### config.mk
export PLATFORM = sky130hd
export DESIGN_NAME = ysyx_25040111_csr_ctrl
export DESIGN_NICKNAME = d
export VERILOG_FILES = /design/src/rtl/ysyx_25040111_csr_ctrl_pkg.sv /design/src/rtl/ysyx_25040111_csr_file.sv /design/src/rtl/ysyx_25040111_csr_ctrl.sv
export SDC_FILE = /design/constraint.sdc
export NUM_CORES = 1
export LEC_CHECK = 0
export ABC_CLOCK_PERIOD_IN_PS = 12700
export CORE_MARGIN = 3
export CORE_UTILIZATION = 55
export CTS_CLUSTER_DIAMETER = 40
export CTS_CLUSTER_SIZE = 16
export DETAILED_ROUTE_END_ITERATION = 10
export GPL_ROUTABILITY_DRIVEN = 1
export PLACE_DENSITY = 0.79
export SLEW_MARGIN = 20
export SYNTH_ARGS = -nofsm -noshare
export SYNTH_HDL_FRONTEND = slang
export SYNTH_SLANG_ARGS = --single-unit
### constraint.sdc
create_clock -name clock -period 12.7 [get_ports clock]
set_input_delay 3.175 -clock clock [delete_from_list [all_inputs] [get_ports clock]]
set_output_delay 3.175 -clock clock [all_outputs]
set_load 0.01 [all_outputs]
### src/rtl/ysyx_25040111_csr_ctrl_pkg.sv
// Shared definitions for the CSR sequencer: CSR addresses, op encodings,
// reset values and the controller state type.
// Imported by ysyx_25040111_csr_file and ysyx_25040111_csr_ctrl.
package ysyx_25040111_csr_ctrl_pkg;

  localparam int XLEN = 32;

  // Machine-mode CSR addresses held by the storage array
  localparam logic [11:0] CSR_MSTATUS = 12'h300;
  localparam logic [11:0] CSR_MTVEC   = 12'h305;
  localparam logic [11:0] CSR_MEPC    = 12'h341;
  localparam logic [11:0] CSR_MCAUSE  = 12'h342;

  // System op encodings on in_op; every other value is illegal
  localparam logic [2:0] CSROP_CSRRW = 3'd1;
  localparam logic [2:0] CSROP_CSRRS = 3'd2;
  localparam logic [2:0] CSROP_ECALL = 3'd3;
  localparam logic [2:0] CSROP_MRET  = 3'd4;

  localparam logic [XLEN-1:0] MSTATUS_RST  = 32'h0000_1800;
  localparam logic [XLEN-1:0] MCAUSE_ECALL = 32'd11;  // environment call from M-mode

  typedef enum logic [2:0] {
    S_IDLE,
    S_RD,
    S_WR,
    S_EPC,
    S_CAUSE,
    S_VEC,
    S_RESP
  } csr_state_t;

endpackage

### src/rtl/ysyx_25040111_csr_file.sv
// 4-entry machine-mode CSR storage: combinational read, synchronous write.
// Latency: read same cycle, write visible after the next clock edge.
// Backpressure: none; a single port driven by the controller.
// Ports: clock/reset, addr (12b), we + wdata, rdata, legal (addr is implemented).
module ysyx_25040111_csr_file
  import ysyx_25040111_csr_ctrl_pkg::*;
(
  input  logic            clock,
  input  logic            reset,
  input  logic [11:0]     addr,
  input  logic            we,
  input  logic [XLEN-1:0] wdata,
  output logic [XLEN-1:0] rdata,
  output logic            legal
);

  logic [XLEN-1:0] mstatus;
  logic [XLEN-1:0] mtvec;
  logic [XLEN-1:0] mepc;
  logic [XLEN-1:0] mcause;

  always_comb begin
    rdata = '0;
    legal = 1'b1;
    case (addr)
      CSR_MSTATUS: rdata = mstatus;
      CSR_MTVEC:   rdata = mtvec;
      CSR_MEPC:    rdata = mepc;
      CSR_MCAUSE:  rdata = mcause;
      default:     legal = 1'b0;
    endcase
  end

  always_ff @(posedge clock or posedge reset) begin
    if (reset) begin
      mstatus <= MSTATUS_RST;
      mtvec   <= '0;
      mepc    <= '0;
      mcause  <= '0;
    end else if (we) begin
      case (addr)
        CSR_MSTATUS: mstatus <= wdata;
        CSR_MTVEC:   mtvec   <= wdata;
        CSR_MEPC:    mepc    <= wdata;
        CSR_MCAUSE:  mcause  <= wdata;
        default: ;
      endcase
    end
  end

endmodule

### src/rtl/ysyx_25040111_csr_ctrl.sv
// Multi-cycle sequencer for CSRRW/CSRRS/ECALL/MRET; sole owner of CSR state.
// Latency accept->out_valid: CSRRW 3, CSRRS 3 (2 if wdata=0), ECALL 4, MRET 2, illegal 1.
// Backpressure: in_ready only in IDLE; response held in RESP until out_ready.
// Ports: in_valid/in_ready/in_op/in_csr/in_wdata/in_pc request side;
//        out_valid/out_ready/out_rdata/out_redirect/out_npc/out_illegal response side.
module ysyx_25040111_csr_ctrl
  import ysyx_25040111_csr_ctrl_pkg::*;
(
  input  logic            clock,
  input  logic            reset,
  input  logic            in_valid,
  output logic            in_ready,
  input  logic [2:0]      in_op,
  input  logic [11:0]     in_csr,
  input  logic [XLEN-1:0] in_wdata,
  input  logic [XLEN-1:0] in_pc,
  output logic            out_valid,
  input  logic            out_ready,
  output logic [XLEN-1:0] out_rdata,
  output logic            out_redirect,
  output logic [XLEN-1:0] out_npc,
  output logic            out_illegal
);

  csr_state_t state, state_nxt;

  logic [2:0]      op_q;
  logic [11:0]     csr_q;
  logic [XLEN-1:0] wdata_q;
  logic [XLEN-1:0] pc_q;
  logic [XLEN-1:0] old_q;
  logic [XLEN-1:0] npc_q;
  logic            redirect_q;
  logic            illegal_q;

  logic [11:0]     csr_addr;
  logic            csr_we;
  logic [XLEN-1:0] csr_wdata;
  logic [XLEN-1:0] csr_rdata;
  logic            csr_legal;

  logic accept;
  assign accept = (state == S_IDLE) && in_valid;

  ysyx_25040111_csr_file u_csr_file (
    .clock (clock),
    .reset (reset),
    .addr  (csr_addr),
    .we    (csr_we),
    .wdata (csr_wdata),
    .rdata (csr_rdata),
    .legal (csr_legal)
  );

  always_ff @(posedge clock or posedge reset) begin
    if (reset) state <= S_IDLE;
    else       state <= state_nxt;
  end

  always_comb begin
    state_nxt = state;
    case (state)
      S_IDLE: begin
        if (in_valid) begin
          case (in_op)
            CSROP_CSRRW, CSROP_CSRRS: state_nxt = csr_legal ? S_RD : S_RESP;
            CSROP_ECALL:              state_nxt = S_EPC;
            CSROP_MRET:               state_nxt = S_RD;
            default:                  state_nxt = S_RESP;
          endcase
        end
      end
      S_RD: begin
        if (op_q == CSROP_CSRRW)                          state_nxt = S_WR;
        else if (op_q == CSROP_CSRRS && wdata_q != '0)    state_nxt = S_WR;
        else                                              state_nxt = S_RESP;
      end
      S_WR:    state_nxt = S_RESP;
      S_EPC:   state_nxt = S_CAUSE;
      S_CAUSE: state_nxt = S_VEC;
      S_VEC:   state_nxt = S_RESP;
      S_RESP:  if (out_ready) state_nxt = S_IDLE;
      default: state_nxt = S_IDLE;
    endcase
  end

  // One storage-array access per state. In IDLE the port only carries in_csr
  // for the legality decode; nothing is written and the read data is dropped.
  always_comb begin
    csr_addr  = csr_q;
    csr_we    = 1'b0;
    csr_wdata = wdata_q;
    in_ready  = 1'b0;
    out_valid = 1'b0;
    case (state)
      S_IDLE: begin
        csr_addr = in_csr;
        in_ready = 1'b1;
      end
      S_RD: csr_addr = csr_q;
      S_WR: begin
        csr_addr  = csr_q;
        csr_we    = 1'b1;
        csr_wdata = (op_q == CSROP_CSRRS) ? (old_q | wdata_q) : wdata_q;
      end
      S_EPC: begin
        csr_addr  = CSR_MEPC;
        csr_we    = 1'b1;
        csr_wdata = pc_q;
      end
      S_CAUSE: begin
        csr_addr  = CSR_MCAUSE;
        csr_we    = 1'b1;
        csr_wdata = MCAUSE_ECALL;
      end
      S_VEC:  csr_addr  = CSR_MTVEC;
      S_RESP: out_valid = 1'b1;
      default: ;
    endcase
  end

  always_ff @(posedge clock or posedge reset) begin
    if (reset) begin
      op_q       <= '0;
      csr_q      <= '0;
      wdata_q    <= '0;
      pc_q       <= '0;
      old_q      <= '0;
      npc_q      <= '0;
      redirect_q <= 1'b0;
      illegal_q  <= 1'b0;
    end else begin
      case (state)
        S_IDLE: begin
          if (accept) begin
            op_q       <= in_op;
            csr_q      <= (in_op == CSROP_MRET) ? CSR_MEPC : in_csr;
            wdata_q    <= in_wdata;
            pc_q       <= in_pc;
            old_q      <= '0;
            npc_q      <= '0;
            redirect_q <= 1'b0;
            // Only rejected requests go straight from IDLE to RESP
            illegal_q  <= (state_nxt == S_RESP);
          end
        end
        S_RD: begin
          old_q <= csr_rdata;
          if (op_q == CSROP_MRET) begin
            npc_q      <= csr_rdata;
            redirect_q <= 1'b1;
          end
        end
        S_VEC: begin
          npc_q      <= {csr_rdata[XLEN-1:2], 2'b00};
          redirect_q <= 1'b1;
        end
        default: ;
      endcase
    end
  end

  assign out_rdata    = old_q;
  assign out_npc      = npc_q;
  assign out_redirect = redirect_q;
  assign out_illegal  = illegal_q;

endmodule
# Word level (Yosys, flattened, before mapping)
# Index checks and enable logic that the tools add are counted.
[word_totals]
out_inout_bits = 68
elab_cells = 74
register_bits = 276
inputBits = 83
[classes]
n_eq_ne = 20
n_reduce_logical = 17
n_mux = 23
bitwise = 1
[op_table]
columns = ["cell", "n"]
rows = [
  ["$pmux W32 S3", 2],
  ["$pmux W32 S4", 1],
  ["$mux W32", 3],
  ["$pmux W32 S2", 1],
  ["$eq A12 B10 Y1 const B", 4],
  ["$pmux W12 S4", 1],
  ["$or A32 B32 Y32", 1],
  ["$reduce_bool A32 Y1", 1],
  ["$eq A3 B3 Y1 const B", 6],
  ["$pmux W3 S6", 1],
  ["$eq A3 B2 Y1 const B", 5],
  ["$mux W3", 5],
  ["$mux W12", 1],
  ["$reduce_and A2 Y1", 6],
  ["$eq A3 B1 Y1 const B", 3],
  ["$pmux W3 S3", 1],
  ["$mux W1", 6],
  ["$ne A2 B2 Y1 const B", 2],
  ["$reduce_or A2 Y1", 2],
  ["$reduce_or A4 Y1", 1],
  ["$logic_not A3 Y1", 1],
  ["$pmux W1 S3", 1],
  ["$reduce_and A3 Y1", 1],
  ["$reduce_bool A3 Y1", 1],
  ["other kinds (3)", 4],
]

# Depth between registers and ports, before layout
# Gate-level depths: netlist (run 1).
[depth]
depth_word = 10
depth_mapped = 11
depth_no_buf = 7

# Cells and area by module
# From an unflattened synthesis (run 1), not the netlist that was laid out.
[hier_totals]
cells_unflattened = 1357
area_unflattened_um2 = 13467.9
[by_module_without_submodules]
columns = ["module", "instances", "cells_each", "area_per_inst_um2", "seq_area_each_um2"]
rows = [
  ["ysyx_25040111_csr_ctrl", 1, 810, 6790.3, 3703.6],
  ["ysyx_25040111_csr_file", 1, 547, 6677.7, 3205.6],
]

# Worst setup path before layout (run 1)
# OpenSTA, ideal clock, no wires.
[synth_path]
path_type = "input to register"
start = "input port in_csr[10]"
end = "register npc_q[2] (netlist: out_npc[2])"
cell_stages = 6
path_buffers = 1
setup_ns = 0.083
slack_ns = 7.970
t_arrival_ns = 4.648
t_required_ns = 12.617
path_cell_list = "nor4b_2 o22ai_1 a311o_2 or3_1 clkbuf_2 o21ai_0"
[synth_via]
elab_chain_len = 5
word_cells_on_any_way = 8
cone_classes = "4 x eq/ne; 4 x mux"
[synth_rtl]
columns = ["item", "line", "rtl"]
rows = [
  ["start: declaration", "ysyx_25040111_csr_ctrl.sv:14", "input logic [11:0] in_csr,"],
  ["$pmux W12 S4 (*)", "ysyx_25040111_csr_ctrl.sv:95", "case (state)"],
  ["$eq A12 B10 Y1", "ysyx_25040111_csr_file.sv:25", "case (addr)"],
  ["$pmux W32 S4 (*)", "ysyx_25040111_csr_file.sv:25", ""],
  ["$mux W32", "ysyx_25040111_csr_ctrl.sv:149", "if (op_q == CSROP_MRET) begin"],
  ["$pmux W32 S3 (*)", "ysyx_25040111_csr_ctrl.sv:133", "case (state)"],
  ["end signal: assignment", "ysyx_25040111_csr_ctrl.sv:150", "npc_q <= csr_rdata;"],
  ["end signal: assignment", "ysyx_25040111_csr_ctrl.sv:155", "npc_q <= {csr_rdata[XLEN-1:2], 2'b00};"],
  ["end: declaration", "ysyx_25040111_csr_ctrl.sv:32", "logic [XLEN-1:0] npc_q;"],
]
# Mark *: on every way between the ends. The rest lies on a longest branch, timed or not. The select of a mux whose other input is x is not followed.
# A chain may end at the register's enable or synchronous reset.

# Worst setup path in the final report (run 1)
[layout_path]
start = "input port in_csr[2]"
end = "register u_csr_file.mstatus[11]"
[layout_via]
elab_chain_len = 3
[layout_rtl]
columns = ["item", "line", "rtl"]
rows = [
  ["$pmux W12 S4", "ysyx_25040111_csr_ctrl.sv:95", ""],
  ["$eq A12 B10 Y1", "ysyx_25040111_csr_file.sv:41", "case (addr)"],
  ["$reduce_and A2 Y1 (no source line)", "-", ""],
  ["end signal: assignment", "ysyx_25040111_csr_file.sv:42", "CSR_MSTATUS: mstatus <= wdata;"],
  ["end: declaration", "ysyx_25040111_csr_file.sv:17", "logic [XLEN-1:0] mstatus;"],
]
# No other way between the ends.

==> reports/metrics.csv, run 1 <==
stage,metric,value,unit
power_and_ir_drop,Peak supply drop,0.152,mV
floorplan,io pins,151,
global_routing,initial antenna violation count,0,
global_routing,remaining global-route overflow,0,
sta,setup ws final,6.43,ns
sta,hold slack,0.475,ns
clock_network,Clock Latency Late Sink,0.51,ns
logic_synthesis,Synth Cell Area,11700,sq um
clock_network,clock transition at the registers of the reported paths,0.06,ns
power_and_ir_drop,Clk network pwr share,27.2,%
finish,"Design Area, Final",14500,sq um
logic_synthesis,ys async rst share,100,%
power_and_ir_drop,Logic pwr share,33.9,%
worst_setup_path,"Data required, critical path",13.13,ns
finish,final net count,1454,
sta,final hold vios,0,
worst_setup_path,nature of the critical path endpoint,flip-flop,
power_and_ir_drop,Sw Share,38.7,%
place,Placer Congestion,0.864,
worst_setup_path,"slowest stage cell, crit path",nor3b_4,
clock_network,clock buffer depth,3,
global_routing,pin count of the biggest net entering global routing,132,
global_routing,Total GRT Usage,28.3,%
route,Post-Route WL,32.8,mm
place,I/O Buffers,150,
floorplan,std cell rows,52,
power_and_ir_drop,sw power,1.43,mW
worst_setup_path,"critical path, cell by cell",clkdlybuf4s50_1 -> nor2b_1 -> o221ai_2 -> nand4_1 -> nor2b_2 -> buf_4 -> nor3b_4 -> buf_4 -> nor2_1 -> a21oi_1,
power_and_ir_drop,Leak Pwr,6.56,nW
clock_network,Hold Buf Count CTS,0,
sta,setup violators final,0,
logic_synthesis,Synth Net Count,1333,
power_and_ir_drop,PnR Total Power,3.70,mW
sta,crit path time final,6.27,ns
clock_network,clock root buffer,clkbuf_16,
logic_synthesis,post-synth top area share,58.5,%
place,DP Worst Slack,6.00,ns
clock_network,clock sinks,276,
sta,Slew Limit Fails,0,
logic_synthesis,register area share after synthesis,59.0,%
route,DR WL/cell,19.7,um
sta,unrepaired setup endpoints after global routing,no,
logic_synthesis,Synth cell types,49,
clock_network,# Post-CTS Setup Buffers,0,
place,Inst Count DP,1605,
run_status,status,"finished, final reports clean",
logic_synthesis,dominant cells by area after synthesis,"dfrtp_1, nand2_1, a21oi_1",
route,vias,9965,
logic_synthesis,syn avg cell area,9.37,sq um
sta,Setup TNS,0,ns
logic_synthesis,"count leader, synth",nand2_1,
power_and_ir_drop,Pint,2.27,mW
floorplan,Placeable Area,20600,sq um
worst_setup_path,WP data arrival,6.69,ns
worst_setup_path,crit-path most repeated cell,buf_4,
sta,Fmax,160,MHz
logic_synthesis,largest area contributor in the netlist,dfrtp_1,
sta,max_slew headroom,26.0,%
finish,Antenna diodes,0,
place,placed cell area,13300,sq um
clock_network,post_cts resized,0,
clock_network,H-Tree Depth,2,
floorplan,area of the die,23100,sq um
logic_synthesis,number of flops mapped to enable cells by yosys,0,
finish,Fillers,1530,
finish,share of cells above drive strength 1,7.31,%
worst_setup_path,kind of critical path,in2reg,
finish,final core occ,70.6,%
floorplan,Starting Density,57.0,%
route,drt pass-1 iters,5,
sta,Clock Skew,0.0196,ns
worst_setup_path,crit start category,primary input,
sta,Slew @ Worst Pin,1.11,ns
power_and_ir_drop,Power per Cell Area,255,nW/um^2
worst_setup_path,CP max FO,36,
worst_setup_path,register-to-register setup slack,8.64,ns
job,max-cap violations,0,
clock_network,Num CTS Buffers,34,
route,drt initial violations,984,
route,DRC Markers,0,
logic_synthesis,Synth Instances,1250,
floorplan,die height,152,um
place,dpl hpwl,20.4,mm
logic_synthesis,"flops & latches, synth",276,
sta,fin crit share,49.4,%
logic_synthesis,most instantiated cells after synthesis,"nand2_1, dfrtp_1, a21oi_1",
logic_synthesis,total number of yosys warnings,0,
finish,filler-free cell count of the finished design,1666,
clock_network,CTS tree,yes,
route,Routed Antenna Nets,0,
global_routing,first-pass GRT wire length,53.5,mm
floorplan,Die W,152,um
global_routing,vias in the first global route,10200,
worst_setup_path,CP max stage delay,0.98,ns
power_and_ir_drop,Seq pwr share,38.9,%
min_path,HP Class,reg2reg,
route,Vias per Instance,5.98,
finish,synth-to-layout area growth,23.9,%
logic_synthesis,Synth Flop Type,dfrtp_1,
[power by group through the flow]
stage               Combinational [mW]  Sequential (mW)  Clock [mW]
detailed placement                1.23             1.43           0
CTS                               1.25             1.43        1.02
floorplan                        0.868             1.36           0
finish                            1.25             1.44        1.01
global route                      1.39             1.47        1.06
global placement                  1.19             1.43           0
[final timing paths]
path	startpoint	end	cells after the start
setup reg to reg	state[1]$_DFF_PP0_	u_csr_file.mstatus[11]$_DFFE_PP1P_	9
hold reg to reg	out_npc[13]$_DFFE_PP0P_	out_npc[13]$_DFFE_PP0P_	2
min in group asynchronous	reset	pc_q[7]$_DFFE_PP0P_	2
setup / recovery	in_csr[2]	u_csr_file.mstatus[11]$_DFFE_PP1P_	10
max in group asynchronous	reset	u_csr_file.mtvec[26]$_DFFE_PP0P_	3
hold / removal	out_npc[13]$_DFFE_PP0P_	out_npc[13]$_DFFE_PP0P_	2
[cell type report]
type / count / area, sq um / share of cell area [%]
Sequential cell: 276 / 6910 / 47.6
Inverter: 4 / 22.5 / 0.155
Tap cell: 270 / 338 / 2.33
Clock buffer: 40 / 925 / 6.37
Multi-Input combinational cell: 885 / 4390 / 30.3
Clock inverter: 21 / 268 / 1.85
Timing Repair Buffer: 170 / 1650 / 11.4
[flip-flops by register name, indices dropped and copies added, names as in the netlist]
| register | count |
|---|---|
| u_csr_file.mcause | 32 |
| state | 3 |
| wdata_q | 32 |
| out_rdata | 32 |
| u_csr_file.mepc | 32 |
| u_csr_file.mstatus | 32 |
| pc_q | 32 |
| out_redirect | 1 |
| out_npc | 32 |
| op_q | 3 |
| u_csr_file.mtvec | 32 |
| csr_q | 12 |
| out_illegal | 1 |
[cells in the final DEF, fill, tap and decap left out, drive strengths merged, types with 7 or more instances in the layout]
| cell type | synthesis | routed |
|---|---|---|
| clkdlybuf4s50 | 0 | 150 |
| o21ai | 71 | 71 |
| nand2 | 286 | 286 |
| clkinv | 1 | 11 |
| a21oi | 182 | 182 |
| inv | 3 | 7 |
| dfrtp | 274 | 274 |
| clkbuf | 46 | 40 |
| buf | 39 | 20 |
| a22o | 26 | 26 |
| nor2 | 181 | 181 |
| a22oi | 34 | 34 |
| nor2b | 7 | 7 |
| a221oi | 30 | 30 |
| nor4 | 11 | 11 |
[kinds of logic (layout without fill, tap and decap cells)]
logic type	count (synthesis)	in the layout	synth area share (%)
simple gates	520	520	18.2
xor+xnor	1	1	0.0748
mux	4	4	0.342
flops	276	276	59.0
buf+inv	89	235	3.91
compound gates	360	360	18.5
[routing by layer]
metal / track usage (%) / routed length, um
met4: 10.4 / 1110
met1: 37.5 / 13100
met5: 0 / 0
met3: 4.92 / 2510
met2: 47.3 / 16100
[critical path: cells and delay by family]
family | cells | cell delay [ns]
compound gates | 2 | 0.46
simple gates | 5 | 1.71
buf+inv | 3 | 1.33
No activity file was read; power rests on OpenSTA's default activity.
==> run 2: changes to the inputs <==
--- a/config.mk
+++ b/config.mk
@@ -5,7 +5,7 @@
 export SDC_FILE = /design/constraint.sdc
 export NUM_CORES = 1
 export LEC_CHECK = 0
-export ABC_CLOCK_PERIOD_IN_PS = 12700
+export ABC_CLOCK_PERIOD_IN_PS = 6400
 export CORE_MARGIN = 3
 export CORE_UTILIZATION = 55
 export CTS_CLUSTER_DIAMETER = 40
==> constraint.sdc (replaced) <==
create_clock -name clock -period 6.4 [get_ports clock]
set_input_delay 1.6 -clock clock [delete_from_list [all_inputs] [get_ports clock]]
set_output_delay 1.6 -clock clock [all_outputs]
set_load 0.01 [all_outputs]
==> run 2 against run 1 <==
  * Total power is 99% higher
  * Critical path depth is 1 lower
  * Non-clock buffer count increased by 3
  * Die area unchanged
  * Clock skew up 0.0041 ns
  * Hold slack gained 0.0041 ns
==> reports/metrics.csv, run 2 (synthesized netlist as in run 1, its figures left out) <==
stage,metric,value,unit,change
worst_setup_path,register-to-register setup slack,2.98,ns,-5.66 ns
sta,unrepaired setup endpoints after global routing,no,,
place,I/O Buffers,150,,unchanged
worst_setup_path,kind of critical path,in2reg,,
worst_setup_path,Worst Path Buf+Inv,2,,-1
clock_network,# Post-CTS Setup Buffers,0,,unchanged
clock_network,clock buffer depth,3,,unchanged
route,DR WL/cell,20.1,um,+1.9%
worst_setup_path,"Data required, critical path",6.82,ns,-6.31 ns
floorplan,area of the die,23100,sq um,unchanged
sta,Fmax,248,MHz,
global_routing,remaining global-route overflow,0,,unchanged
job,max-cap violations,0,,unchanged
clock_network,H-Tree Depth,2,,unchanged
power_and_ir_drop,Power per Cell Area,506,nW/um^2,+98%
finish,"most common cell after layout, fill and taps aside",nand2_1,,
clock_network,Hold Buf Count CTS,0,,unchanged
worst_setup_path,"critical path, cell by cell",clkdlybuf4s50_1 -> nor2b_1 -> o221ai_2 -> nand4_1 -> nor3_4 -> nor3b_4 -> buf_4 -> nor2_1 -> a21oi_1,,
worst_setup_path,nature of the critical path endpoint,flip-flop,,
clock_network,clock sinks,276,,unchanged
global_routing,pin count of the biggest net entering global routing,202,,+53%
sta,crit path time final,4.03,ns,
worst_setup_path,CP max stage delay,0.66,ns,-0.32 ns
route,drt initial violations,1058,,+7.5%
worst_setup_path,Critical R2R Launch,state[2]$_DFF_PP0_,,
clock_network,clock transition at the registers of the reported paths,0.06,ns,about the same
worst_setup_path,crit-path leading delay family,simple AND/OR/NAND/NOR gates,,
min_path,hold endpoint,out_npc[19]$_DFFE_PP0P_,,
floorplan,io pins,151,,unchanged
sta,Slew @ Worst Pin,0.955,ns,-0.153 ns
worst_setup_path,crit start category,primary input,,
floorplan,Die W,152,um,unchanged
route,Vias per Instance,6.03,,+0.75%
finish,final net count,1457,,+0.21%
min_path,hold depth,2,,unchanged
floorplan,Starting Density,57.0,%,unchanged
global_routing,first-pass GRT wire length,53.4,mm,-0.19%
min_path,Hold Path Origin,out_npc[19]$_DFFE_PP0P_,,
power_and_ir_drop,Leak Pwr,6.58,nW,+0.26%
route,Routed Antenna Nets,0,,unchanged
worst_setup_path,worst r2r path cells,8,,-1
floorplan,Placeable Area,20600,sq um,unchanged
power_and_ir_drop,Peak supply drop,0.277,mV,+82%
route,drt pass-1 iters,5,,unchanged
clock_network,Clock Latency Late Sink,0.52,ns,about the same
worst_setup_path,CP max FO,34,,-5.6%
sta,Clock Skew,0.0237,ns,+0.00407 ns
run_status,status,"finished, final reports clean",,
route,Post-Route WL,33.5,mm,+2.1%
place,dpl hpwl,20.7,mm,+1.3%
sta,setup violators final,0,,unchanged
clock_network,clock root buffer,clkbuf_16,,
clock_network,Num CTS Buffers,34,,unchanged
worst_setup_path,WP data arrival,4.45,ns,-2.24 ns
floorplan,die height,152,um,unchanged
floorplan,std cell rows,52,,unchanged
min_path,HP Class,reg2reg,,
finish,filler-free cell count of the finished design,1670,,+0.24%
place,Placer Congestion,0.856,,-1.0%
sta,Setup TNS,0,ns,unchanged
worst_setup_path,"slowest stage cell, crit path",nor3_4,,
global_routing,Total GRT Usage,28.3,%,about the same
finish,share of cells above drive strength 1,7.50,%,+0.19 points
place,Inst Count DP,1607,,+0.12%
sta,max_slew headroom,36.3,%,+10 points
finish,Antenna diodes,0,,unchanged
route,DRC Markers,0,,unchanged
global_routing,initial antenna violation count,0,,unchanged
sta,Slew Limit Fails,0,,unchanged
sta,final hold vios,0,,unchanged
worst_setup_path,Crit Reg-Reg Endpoint,u_csr_file.mcause[14]$_DFFE_PP0P_,,
clock_network,post_cts resized,0,,unchanged
worst_setup_path,CP Depth,9,,-1
finish,most frequent cells in the layout,"nand2_1, dfrtp_1, a21oi_1",,
global_routing,vias in the first global route,10100,,-1.3%
clock_network,CTS tree,yes,,
finish,synth-to-layout area growth,24.5,%,
route,vias,10100,,+0.99%
sta,fin crit share,62.9,%,
[run 2: cell types whose count changed in the layout (fill, tap and decap cells not counted), moves of 2 or more]
cell,before,now
clkinvlp_4,2,4
clkinv_2,8,4
buf_12,0,2
inv_6,3,5
inv_8,2,0
[run 2: worst max-delay path by stage]
| stage | start | endpoint | slack [ns] |
|---|---|---|---|
| detailed placement | in_csr[2] | u_csr_file.mepc[5]$_DFFE_PP0P_ | 1.92 |
| finish | in_csr[2] | u_csr_file.mcause[14]$_DFFE_PP0P_ | 2.37 |
| global route | in_csr[2] | u_csr_file.mepc[0]$_DFFE_PP0P_ | 2.23 |
| global placement | in_csr[2] | u_csr_file.mepc[20]$_DFFE_PP0P_ | 2.02 |
| CTS | in_csr[2] | u_csr_file.mcause[14]$_DFFE_PP0P_ | 2.41 |
| floorplan | reset | csr_q[0]$_DFFE_PP0P_ | 1.15 |
[run 2: layout make-up]
type                    count  area, sq um
clock buffers              42          942
clock inverters            20          256
fillers                  1524         5980
inverters                   4         18.8
multi-input cells         885         4390
flip-flops and latches    276         6910
well taps                 270          338
repair buffers            173         1720
[run 2: per-stage QoR]
stage / cell area [sq um] / utilization, % / hold WS (ns) / power [mW] / worst slack [ns]
after floorplan: 11700 / - / 0.445 / 4.42 / 1.15
after global placement: 13400 / 64.9 / 0.460 / 5.20 / 2.02
after detailed placement: 13400 / 64.9 / 0.467 / 5.30 / 1.92
after CTS: 14600 / 70.8 / 0.480 / 7.34 / 2.41
after global routing: 14600 / 70.9 / 0.503 / 7.78 / 2.23
final: 14600 / 70.9 / 0.479 / 7.38 / 2.37
[run 2: report_power, final]
part	switching (mW)	total, mW	internal, mW
sequential	0.486	2.86	2.37
clock	0.779	2.01	1.23
combinational	1.63	2.51	0.880
[run 2: routing by layer]
metal	GRT usage, %	share of wire, %
met2	47.5	49
met5	0	0
met4	9.89	3.7
met1	37.4	40
met3	5.18	7.1
[run 2: worst reg2reg max path, stage by stage, from the launching register on]
cell and delay (ns):
dfrtp_1 0.56, nand2b_1 0.41, o221ai_2 0.40, nand4_1 0.33, nor3_4 0.66, nor3b_4 0.31
buf_4 0.39, nor2_1 0.11, a21oi_1 0.16
==> run 3: changes to the inputs <==
--- a/config.mk
+++ b/config.mk
@@ -5,7 +5,7 @@
 export SDC_FILE = /design/constraint.sdc
 export NUM_CORES = 1
 export LEC_CHECK = 0
-export ABC_CLOCK_PERIOD_IN_PS = 6400
+export ABC_CLOCK_PERIOD_IN_PS = 4100
 export CORE_MARGIN = 3
 export CORE_UTILIZATION = 55
 export CTS_CLUSTER_DIAMETER = 40
==> constraint.sdc (replaced) <==
create_clock -name clock -period 4.1 [get_ports clock]
set_input_delay 1.025 -clock clock [delete_from_list [all_inputs] [get_ports clock]]
set_output_delay 1.025 -clock clock [all_outputs]
set_load 0.01 [all_outputs]
==> run 3 against run 2 <==
  * Critical path depth fell by 2
  * Core utilization rose by 0.91 points
  * Non-clock buffer count rose by 11
  * Combinational power rose by 61%
  * Sequential share of layout area fell by 0.60 points
  * Sequential power rose by 56%
  * Routed wire length rose by 0.76%
  * Hold slack got worse by 0.0045 ns
  * Clock-buffer cell count rose by 2
  * Clock skew fell by 0.0081 ns
  * Cell area rose by 1.3%
  * First-iteration DRC count fell by 22%
  * Critical path type is now reg2reg
==> reports/metrics.csv, run 3 (synthesized netlist as in run 1, its figures left out) <==
stage,metric,value,unit,change
run_status,status,"finished, final reports clean",,
clock_network,clock sinks,276,,unchanged
global_routing,first-pass GRT wire length,53.6,mm,+0.35%
sta,fin crit share,78.5,%,
worst_setup_path,CP max FO,20,,-41%
worst_setup_path,Worst Path Buf+Inv,2,,unchanged
finish,FF+latch area,6910,sq um,unchanged
floorplan,Placeable Area,20600,sq um,unchanged
global_routing,initial antenna violation count,1,,+1
global_routing,pin count of the biggest net entering global routing,73,,-64%
route,Vias per Instance,6.03,,+0.13%
finish,final core occ,71.8,%,+0.91 points
worst_setup_path,crit start category,flip-flop,,
worst_setup_path,crit-path most repeated cell,o21ai_0,,
floorplan,io pins,151,,unchanged
clock_network,# Post-CTS Setup Buffers,0,,unchanged
floorplan,Die W,152,um,unchanged
clock_network,clock buffer depth,3,,unchanged
power_and_ir_drop,Clk network pwr share,27.5,%,+0.3 points
route,DRC Markers,0,,unchanged
finish,Antenna diodes,0,,unchanged
clock_network,clock transition at the registers of the reported paths,0.06,ns,about the same
global_routing,remaining global-route overflow,0,,unchanged
sta,Fmax,311,MHz,
worst_setup_path,nature of the critical path endpoint,flip-flop,,
power_and_ir_drop,Leak Pwr,6.68,nW,+1.5%
min_path,HP Class,reg2reg,,
sta,Clock Skew,0.0156,ns,-0.00806 ns
global_routing,met2 Use GR,46.4,%,-1.1 points
sta,Setup TNS,0,ns,unchanged
global_routing,vias in the first global route,10100,,+0.50%
sta,max_slew headroom,45.2,%,+8.8 points
sta,Slew Limit Fails,0,,unchanged
global_routing,met1 GRT Util,37.3,%,-0.16 points
worst_setup_path,"slowest stage cell, crit path",dfrtp_1,,
finish,share of cells above drive strength 1,8.35,%,+0.85 points
sta,setup ws final,0.882,ns,-1.49 ns
clock_network,CTS tree,yes,,
route,Routed Antenna Nets,0,,unchanged
floorplan,die height,152,um,unchanged
worst_setup_path,kind of critical path,reg2reg,,
worst_setup_path,WP data arrival,3.64,ns,-0.81 ns
clock_network,Clock Latency Late Sink,0.52,ns,about the same
worst_setup_path,"critical path, cell by cell",clkinv_1 -> nor2_1 -> o21ai_0 -> a311o_2 -> or3_1 -> buf_12 -> o21ai_0,,
route,vias,10200,,+0.97%
global_routing,GR Util met3,6.63,%,+1.5 points
sta,crit path time final,3.22,ns,
power_and_ir_drop,PnR Total Power,11.7,mW,+59%
route,drt initial violations,825,,-22%
finish,final net count,1470,,+0.89%
clock_network,H-Tree Depth,2,,unchanged
worst_setup_path,"Data required, critical path",4.52,ns,-2.30 ns
finish,area occupied by multi-input gates,4390,sq um,unchanged
global_routing,Total GRT Usage,28.6,%,+0.33 points
clock_network,post_cts resized,0,,unchanged
global_routing,busiest grt layer,met2,,
route,drt pass-1 iters,6,,+1
floorplan,std cell rows,52,,unchanged
floorplan,area of the die,23100,sq um,unchanged
sta,unrepaired setup endpoints after global routing,no,,
finish,Fillers,1543,,+1.2%
worst_setup_path,crit-path leading delay family,simple AND/OR/NAND/NOR gates,,
place,Placer Congestion,0.840,,-1.8%
power_and_ir_drop,Power per Cell Area,795,nW/um^2,+57%
power_and_ir_drop,Logic pwr share,34.5,%,+0.5 points
power_and_ir_drop,Peak supply drop,0.407,mV,+47%
sta,Slew @ Worst Pin,0.821,ns,-0.135 ns
power_and_ir_drop,Pint,7.12,mW,+59%
clock_network,clock root buffer,clkbuf_16,,
sta,hold slack,0.475,ns,-0.00451 ns
place,I/O Buffers,150,,unchanged
route,Post-Route WL,33.8,mm,+0.76%
power_and_ir_drop,Seq pwr share,37.9,%,-0.9 points
clock_network,Hold Buf Count CTS,0,,unchanged
clock_network,Num CTS Buffers,36,,+5.9%
job,max-cap violations,0,,unchanged
place,DP Worst Slack,0.540,ns,-1.38 ns
power_and_ir_drop,Sw Share,39.3,%,+0.073 points
worst_setup_path,CP max stage delay,0.72,ns,+0.06 ns
sta,setup violators final,0,,unchanged
finish,"most common cell after layout, fill and taps aside",nand2_1,,
sta,final hold vios,0,,unchanged
finish,most frequent cells in the layout,"nand2_1, dfrtp_1, a21oi_1",,
route,DR WL/cell,20.1,um,about the same
power_and_ir_drop,sw power,4.61,mW,+59%
finish,synth-to-layout area growth,26.1,%,
floorplan,Starting Density,57.0,%,unchanged
place,dpl hpwl,21.2,mm,+2.5%
run 3: cell count changes in the layout (fill, tap and decap cells not counted), moves of 2 or more:
cell | previous run | this run
inv_8 | 0 | 5
clkbuf_16 | 35 | 37
clkinv_8 | 2 | 0
clkinv_2 | 4 | 1
buf_4 | 20 | 25
buf_12 | 2 | 9
clkinv_4 | 2 | 4
run 3: final cells by class:
cell class / count / area share (%)
clock inverter: 21 / 1.72
sequential: 276 / 46.8
tap: 270 / 2.29
multi-input combinational: 885 / 29.8
clock buffer: 44 / 6.65
timing repair buffer: 184 / 12.7
inverter: 4 / 0.127
run 3: through the flow:
| stage | cell area, sq um | cells |
|---|---|---|
| 5_1_grt | 14800 | 1684 |
| 3_3_place_gp | 13500 | 1619 |
| 6_report | 14800 | 1684 |
| 2_1_floorplan | 11700 | 1250 |
| 4_1_cts | 14800 | 1684 |
| 3_5_place_dp | 13500 | 1619 |
run 3: metal layers:
layer,part of all wire [%],wire (um)
met1,39,13200
met2,48,16200
met3,8.9,3010
met4,4.0,1350
met5,0.038,13
run 3: final timing paths:
check	from	endpoint	slack, ns	cells after the start
min in group asynchronous	reset	out_rdata[6]$_DFFE_PP0P_	0.99	2
max in group asynchronous	reset	wdata_q[23]$_DFFE_PP0P_	2.29	3
setup reg to reg	state[1]$_DFF_PP0_	out_npc[13]$_DFFE_PP0P_	0.88	7
setup / recovery	state[1]$_DFF_PP0_	out_npc[13]$_DFFE_PP0P_	0.88	7
hold / removal	pc_q[21]$_DFFE_PP0P_	pc_q[21]$_DFFE_PP0P_	0.47	2
hold reg to reg	pc_q[21]$_DFFE_PP0P_	pc_q[21]$_DFFE_PP0P_	0.47	2
run 3: worst register-to-register path, cell delays in order (launching register included):
cell and delay, ns:
dfrtp_1 0.72, clkinv_1 0.44, nor2_1 0.24, o21ai_0 0.11, a311o_2 0.47, or3_1 0.65
buf_12 0.29, o21ai_0 0.20
run 3: power by group through the flow:
stage / registers, mW / logic [mW] / clock network (mW)
floorplan: 4.21 / 2.69 / 0
global placement: 4.41 / 3.84 / 0
detailed placement: 4.44 / 3.96 / 0
CTS: 4.42 / 4.00 / 3.26
global route: 4.54 / 4.45 / 3.37
finish: 4.45 / 4.05 / 3.23
